--- config.mk ---
export PLATFORM = sky130hd
export DESIGN_NAME = multi_pixel_frequency_manager
export DESIGN_NICKNAME = d
export VERILOG_FILES = /design/src/rtl/multi_pixel_frequency_manager.sv
export SDC_FILE = /design/constraint.sdc
export NUM_CORES = 1
export LEC_CHECK = 0
export CAP_MARGIN = 20
export CORE_MARGIN = 2
export CORE_UTILIZATION = 55
export CTS_CLUSTER_SIZE = 20
export DETAILED_ROUTE_END_ITERATION = 8
export PLACE_DENSITY_LB_ADDON = 0.25
export SYNTH_ARGS = -nofsm -noshare
export SYNTH_HDL_FRONTEND = slang
export SYNTH_SLANG_ARGS = --single-unit
--- constraint.sdc ---
create_clock -name s00_axi_aclk -period 3.6 [get_ports s00_axi_aclk]
set_clock_uncertainty 0.2 [all_clocks]
set_input_delay 0.72 -clock s00_axi_aclk [delete_from_list [all_inputs] [get_ports s00_axi_aclk]]
set_output_delay 0.72 -clock s00_axi_aclk [all_outputs]
set_load 0.005 [all_outputs]
--- src/rtl/multi_pixel_frequency_manager.sv ---
`timescale 1ns/1ps
// multi_pixel_frequency_manager
// Samples up to CHANNELS configurable pixel positions of a line-scan stream
// against a runtime threshold. During an acquisition window (start..stop) it
// counts rising transitions of each channel's sampled bit and measures the
// window length in clocks. On stop, results are presented one register at a
// time on the register-write port, then irq is raised.
// Ports:
//   s00_axi_aclk / s00_axi_aresetn : clock, async active-low reset
//   pixel_data/pixel_valid/line_start : pixel stream
//   start/stop/clear               : acquisition control, irq acknowledge
//   cfg_we/cfg_channel/cfg_index   : per-channel pixel index write
//   threshold/threshold_we         : runtime threshold load
//   register_operation/number/write: register-bank write port (2 = write)
//   irq, busy                      : transfer complete, ACQUIRE/FLUSH active
module multi_pixel_frequency_manager #(
  parameter int unsigned CHANNELS          = 3,
  parameter int unsigned DATA_WIDTH        = 8,
  parameter int unsigned INDEX_WIDTH       = 11,
  parameter int unsigned LINE_LENGTH       = 1040,
  parameter int unsigned INDEX_BASE        = 78,
  parameter int unsigned INDEX_STEP        = 448,
  parameter int unsigned COUNTER_WIDTH     = 32,
  parameter int unsigned WRITE_HOLD        = 4,
  parameter int unsigned DEFAULT_THRESHOLD = 20
) (
  input  logic                   s00_axi_aclk,
  input  logic                   s00_axi_aresetn,
  input  logic [DATA_WIDTH-1:0]  pixel_data,
  input  logic                   pixel_valid,
  input  logic                   line_start,
  input  logic                   start,
  input  logic                   stop,
  input  logic                   clear,
  input  logic                   cfg_we,
  input  logic [3:0]             cfg_channel,
  input  logic [INDEX_WIDTH-1:0] cfg_index,
  input  logic [DATA_WIDTH-1:0]  threshold,
  input  logic                   threshold_we,
  output logic [1:0]             register_operation,
  output logic [7:0]             register_number,
  output logic [31:0]            register_write,
  output logic                   irq,
  output logic                   busy
);

  localparam int unsigned NREGS = CHANNELS + 2;

  typedef enum logic [1:0] {S_IDLE, S_ACQUIRE, S_FLUSH, S_DONE} state_t;

  state_t r_state, w_next;

  logic [DATA_WIDTH-1:0]    r_thr;
  logic [INDEX_WIDTH-1:0]   r_index [CHANNELS];
  logic [COUNTER_WIDTH-1:0] r_edge  [CHANNELS];
  logic [CHANNELS-1:0]      r_edge_sat;
  logic [CHANNELS-1:0]      r_sample;
  logic [COUNTER_WIDTH-1:0] r_window;
  logic                     r_win_sat;
  logic                     r_line_seen;
  logic [INDEX_WIDTH-1:0]   r_pix_cnt;
  logic [7:0]               r_reg_num;
  logic [15:0]              r_hold;
  logic                     r_irq;
  logic                     r_busy;

  logic                     w_enter_acq;
  logic                     w_pix_take;
  logic                     w_hit;
  logic                     w_last_beat;
  logic [INDEX_WIDTH-1:0]   w_pix_idx;
  logic [INDEX_WIDTH-1:0]   w_pix_next;
  logic [31:0]              w_status;
  logic [31:0]              w_wdata;

  assign w_enter_acq = start && (r_state == S_IDLE || r_state == S_DONE);
  // Pixels arriving on the stop edge are outside the window.
  assign w_pix_take  = (r_state == S_ACQUIRE) && !stop && pixel_valid;
  assign w_hit       = pixel_data > r_thr;
  assign w_pix_idx   = line_start ? '0 : r_pix_cnt;
  assign w_pix_next  = (w_pix_idx == INDEX_WIDTH'(LINE_LENGTH - 1)) ? '0 : w_pix_idx + 1'b1;
  assign w_last_beat = (r_hold == 16'(WRITE_HOLD - 1)) && (r_reg_num == 8'(NREGS));

  always_comb begin
    w_next = r_state;
    case (r_state)
      S_IDLE:    if (start) w_next = S_ACQUIRE;
      S_ACQUIRE: if (stop) w_next = S_FLUSH;
      S_FLUSH:   if (w_last_beat) w_next = S_DONE;
      S_DONE: begin
        if (start)      w_next = S_ACQUIRE;
        else if (clear) w_next = S_IDLE;
      end
      default:   w_next = S_IDLE;
    endcase
  end

  always_ff @(posedge s00_axi_aclk or negedge s00_axi_aresetn) begin
    if (!s00_axi_aresetn) begin
      r_state <= S_IDLE;
      r_irq   <= 1'b0;
      r_busy  <= 1'b0;
    end else begin
      r_state <= w_next;
      r_irq   <= (w_next == S_DONE);
      r_busy  <= (w_next == S_ACQUIRE) || (w_next == S_FLUSH);
    end
  end

  always_ff @(posedge s00_axi_aclk or negedge s00_axi_aresetn) begin
    if (!s00_axi_aresetn) begin
      r_thr <= DATA_WIDTH'(DEFAULT_THRESHOLD);
      for (int unsigned k = 0; k < CHANNELS; k++) begin
        r_index[k] <= INDEX_WIDTH'(INDEX_BASE + k * INDEX_STEP);
        r_edge[k]  <= '0;
      end
      r_edge_sat  <= '0;
      r_sample    <= '0;
      r_window    <= '0;
      r_win_sat   <= 1'b0;
      r_line_seen <= 1'b0;
      r_pix_cnt   <= '0;
      r_reg_num   <= '0;
      r_hold      <= '0;
    end else begin
      if (threshold_we) r_thr <= threshold;

      if (cfg_we && (r_state == S_IDLE || r_state == S_DONE)) begin
        for (int unsigned k = 0; k < CHANNELS; k++)
          if (cfg_channel == 4'(k)) r_index[k] <= cfg_index;
      end

      if (w_enter_acq) begin
        for (int unsigned k = 0; k < CHANNELS; k++) r_edge[k] <= '0;
        r_edge_sat  <= '0;
        r_sample    <= '0;
        r_window    <= '0;
        r_win_sat   <= 1'b0;
        r_line_seen <= 1'b0;
        r_pix_cnt   <= '0;
      end else if (r_state == S_ACQUIRE) begin
        // The window also counts the stop edge so it reads S-T.
        if (r_window == '1) r_win_sat <= 1'b1;
        else                r_window  <= r_window + 1'b1;

        if (w_pix_take) begin
          r_pix_cnt <= w_pix_next;
          if (line_start) r_line_seen <= 1'b1;
          for (int unsigned k = 0; k < CHANNELS; k++) begin
            if (w_pix_idx == r_index[k]) begin
              r_sample[k] <= w_hit;
              if (w_hit && !r_sample[k]) begin
                if (r_edge[k] == '1) r_edge_sat[k] <= 1'b1;
                else                 r_edge[k]     <= r_edge[k] + 1'b1;
              end
            end
          end
        end

        if (stop) begin
          r_reg_num <= 8'd1;
          r_hold    <= '0;
        end
      end else if (r_state == S_FLUSH) begin
        if (r_hold == 16'(WRITE_HOLD - 1)) begin
          r_hold <= '0;
          if (!w_last_beat) r_reg_num <= r_reg_num + 8'd1;
        end else begin
          r_hold <= r_hold + 16'd1;
        end
      end
    end
  end

  always_comb begin
    w_status = '0;
    for (int unsigned k = 0; k < CHANNELS; k++) w_status[k] = r_edge_sat[k];
    w_status[30] = r_line_seen;
    w_status[31] = r_win_sat;
  end

  always_comb begin
    w_wdata = '0;
    for (int unsigned k = 0; k < CHANNELS; k++)
      if (r_reg_num == 8'(k + 1)) w_wdata = 32'(r_edge[k]);
    if (r_reg_num == 8'(CHANNELS + 1)) w_wdata = 32'(r_window);
    if (r_reg_num == 8'(NREGS))        w_wdata = w_status;
  end

  assign register_operation = (r_state == S_FLUSH) ? 2'd2 : 2'd0;
  assign register_number    = (r_state == S_FLUSH) ? r_reg_num : '0;
  assign register_write     = (r_state == S_FLUSH) ? w_wdata : '0;
  assign irq                = r_irq;
  assign busy               = r_busy;

endmodule

==> impl_metrics.tcl <==
set metrics [dict create \
    cts_made_buffers 24 \
    drive_gt1_frac 0.200 \
    outcome "finished with violations" \
    ant_nets 0 \
    fp.dieArea_mm2 0.0252 \
    synth-edff-count 0 \
    finalCritPeriodShare 1.04 \
    worstSetupPathType "flop to output port" \
    startpoint_type "flop" \
    die_h_um 159 \
    yosysTopAreaCell "dfrtp_1" \
    maxSlewViolCount 0 \
    max_clock_freq_ghz 0.266 \
    ir_drop_uv 557 \
    synthTopCellsByCount "dfrtp_1 (199), nor2_1 (181), nand2_1 (98)" \
    wirelength_um 39000 \
    grt_pass1_wl_um 62100 \
    min_period_ns 3.75 \
    final_nets 1674 \
    first_iter_violations 1322 \
    critPathMaxFanout 7 \
    critPathArrivalTime_ns 2.83 \
    setup_violations 32 \
    violations "setup timing" \
    critPathLaunch "r_reg_num[4]" \
    synth.cell_area_mm2 0.0132 \
    hp-class "flop to flop" \
    gp_congestion 0.954 \
    grt_max_degree 73 \
    syn_area_per_cell_um2 8.74 \
    cts.clk_slew.worst_paths_ns 0.06 \
    io_buffers 82 \
    grt_overflow_total 0 \
    fin_ws_ns -0.154 \
    crit_required_ns 2.68 \
    cts_buffer_depth 3 \
    vias_per_cell 6.43 \
    coreArea_mm2 0.0235 \
    initial_core_util 0.561 \
    fin_util 0.687 \
    synth_top_area_share 0.379 \
    fin_setup_tns_ns -1.99 \
    synth_ff_type "dfrtp_1" \
    cts-root-buf "clkbuf_16" \
    p_leak_nw 6.42 \
    finalHoldViolations 0 \
    grt_pass1_vias 11700 \
    core.rowCount 56 \
    die_w_um 159 \
    grt_usage 0.309 \
    worstSetupEndpointType "output port" \
    vias 12500 \
    insertion_delay_ns 0.53 \
    htree_levels 1 \
    synth_warnings 0 \
    cap_viol_max_count 0 \
    antenna_found_initial 0 \
    syn_nets 1568 \
    crit-reg2reg-launch "r_state[1]" \
    ys_seq_area_frac 0.412 \
    ys_ff_latch 216 \
    syn_inst 1505 \
    powerDensity_mw_per_mm2 533 \
    rsz0062_at_grt "true" \
    synthToLayoutAreaGrowth_pct 22.6 \
    synth.distinct_cells 65 \
    hold_start "r_thr[4]" \
    drcViolationCount 0 \
    diodes 0 \
    cts_sinks 216 \
    slew_headroom 0.333 \
    tightest_slew_ns 0.997 \
    async_flop_share 1.00 \
    wl_per_cell_um 20.0 \
    synth_most_common_cell "dfrtp_1" \
    cts_tree "done" \
    num-fill-cells 1783 \
    hpwlAfterDp_um 26600 \
    firstDrtPassIters 5 \
    pin_count 84 \
    synthTopCellsByArea "dfrtp_1 (38%), nor2_1 (5.2%), dfstp_2 (3.4%)" \
]
==> kinds of logic (layout without fill, tap and decap cells) <==
group | after synthesis | after routing | synth area share
other | 1 | 1 | 0.000285
buffers and inverters | 150 | 274 | 0.0464
flip-flops | 216 | 216 | 0.412
AO/OA/AOI/OAI | 349 | 349 | 0.177
multiplexers | 56 | 56 | 0.0458
XOR/XNOR | 55 | 55 | 0.0366
AND/OR/NAND/NOR | 655 | 655 | 0.259
adder cells (fa/ha/maj) | 23 | 23 | 0.0219
==> through the flow <==
stage	total power [mW]	hold WS (ns)	instance area [um^2]	setup WS, ns	instances
6_report	8.59	0.304	16100	-0.154	1948
5_1_grt	9.00	0.339	16100	-0.249	1948
3_5_place_dp	5.40	0.301	14700	-0.0826	1880
3_3_place_gp	5.30	0.284	14700	-0.0104	1880
2_1_floorplan	4.54	0.224	13200	0.424	1505
4_1_cts	8.33	0.310	15800	-0.163	1940
==> final cells by class <==
cell class / instances / area [um^2] / area share
Tap cell: 319 / 399 / 0.0247
Sequential cell: 216 / 5430 / 0.337
Multi-Input combinational cell: 1139 / 7650 / 0.474
Inverter: 50 / 188 / 0.0116
Clock buffer: 34 / 709 / 0.0440
Clock inverter: 10 / 125 / 0.00776
Timing Repair Buffer: 180 / 1630 / 0.101
==> cells in the final DEF, fill, tap and decap left out, types with 16 or more instances in the layout <==
cell / n
nand2b_1: 40
clkbuf_16: 25
inv_1: 50
o41ai_1: 19
a21oi_1: 75
or4_1: 19
o21ai_0: 87
clkdlybuf4s50_1: 49
a22oi_2: 31
buf_4: 68
nor4_1: 21
dfstp_2: 17
nand3_1: 74
nor2_1: 161
o31ai_1: 21
xor2_1: 16
a221oi_2: 29
and3_1: 25
buf_2: 32
nor3_1: 38
xnor2_1: 39
nand4_1: 46
mux2i_1: 22
ha_1: 23
or3_1: 35
mux2_2: 34
dfrtp_1: 197
o311ai_0: 17
nand2_1: 98
==> metal layers <==
metal  vias to the layer above  GRT usage  wire length, um
met3                        85     0.0512             3640
met5                         -          0                0
met2                       588      0.495            18200
met1                      6090      0.438            16200
li1                       5770          -                -
met4                         0     0.0815              918
==> worst max-delay path: stages, from the launching register on <==
cell and delay, ns:
dfrtp_1 0.38, or4_4 0.61, nor4b_4 0.35, buf_6 0.24
buf_4 0.15, nor2_1 0.06, a221oi_2 0.27, nor2_1 0.11
buf_2 0.14
==> flip-flops by register name, indices dropped and copies added (netlist names), 2 cells and up <==
name and flops:
r_sample 3, r_edge_sat 3, r_reg_num 8, r_state 2, r_thr 8, r_window 32
r_hold 16, r_pix_cnt 11, r_index 33, r_edge 96
==> what timing repair did <==
item                       in CTS  in global routing
pin swaps                      80                 52
resized for setup             205                 52
gates cloned                    1                  0
hold buffers                    1                  0
setup buffers                  15                 10
setup endpoints to repair      32                 32
hold endpoints to repair       53                  0
==> where the power goes <==
part / internal [mW] / switching (mW)
logic: 1.22 / 1.64
clock network: 1.58 / 1.03
registers: 2.77 / 0.351
total: 5.58 / 3.02
==> path summary, 6_finish.rpt <==
path,endpoint,cells past startpoint,slack (ns)
max in group asynchronous,r_window[20],3,1.78
hold reg to reg,r_thr[4],2,0.30
hold / removal,r_thr[4],2,0.30
setup / recovery,register_write[12],8,-0.15
min in group asynchronous,r_reg_num[6],2,0.56
setup reg to reg,r_edge[30],10,0.39
Note: power is estimated with default switching activity, not from simulation.
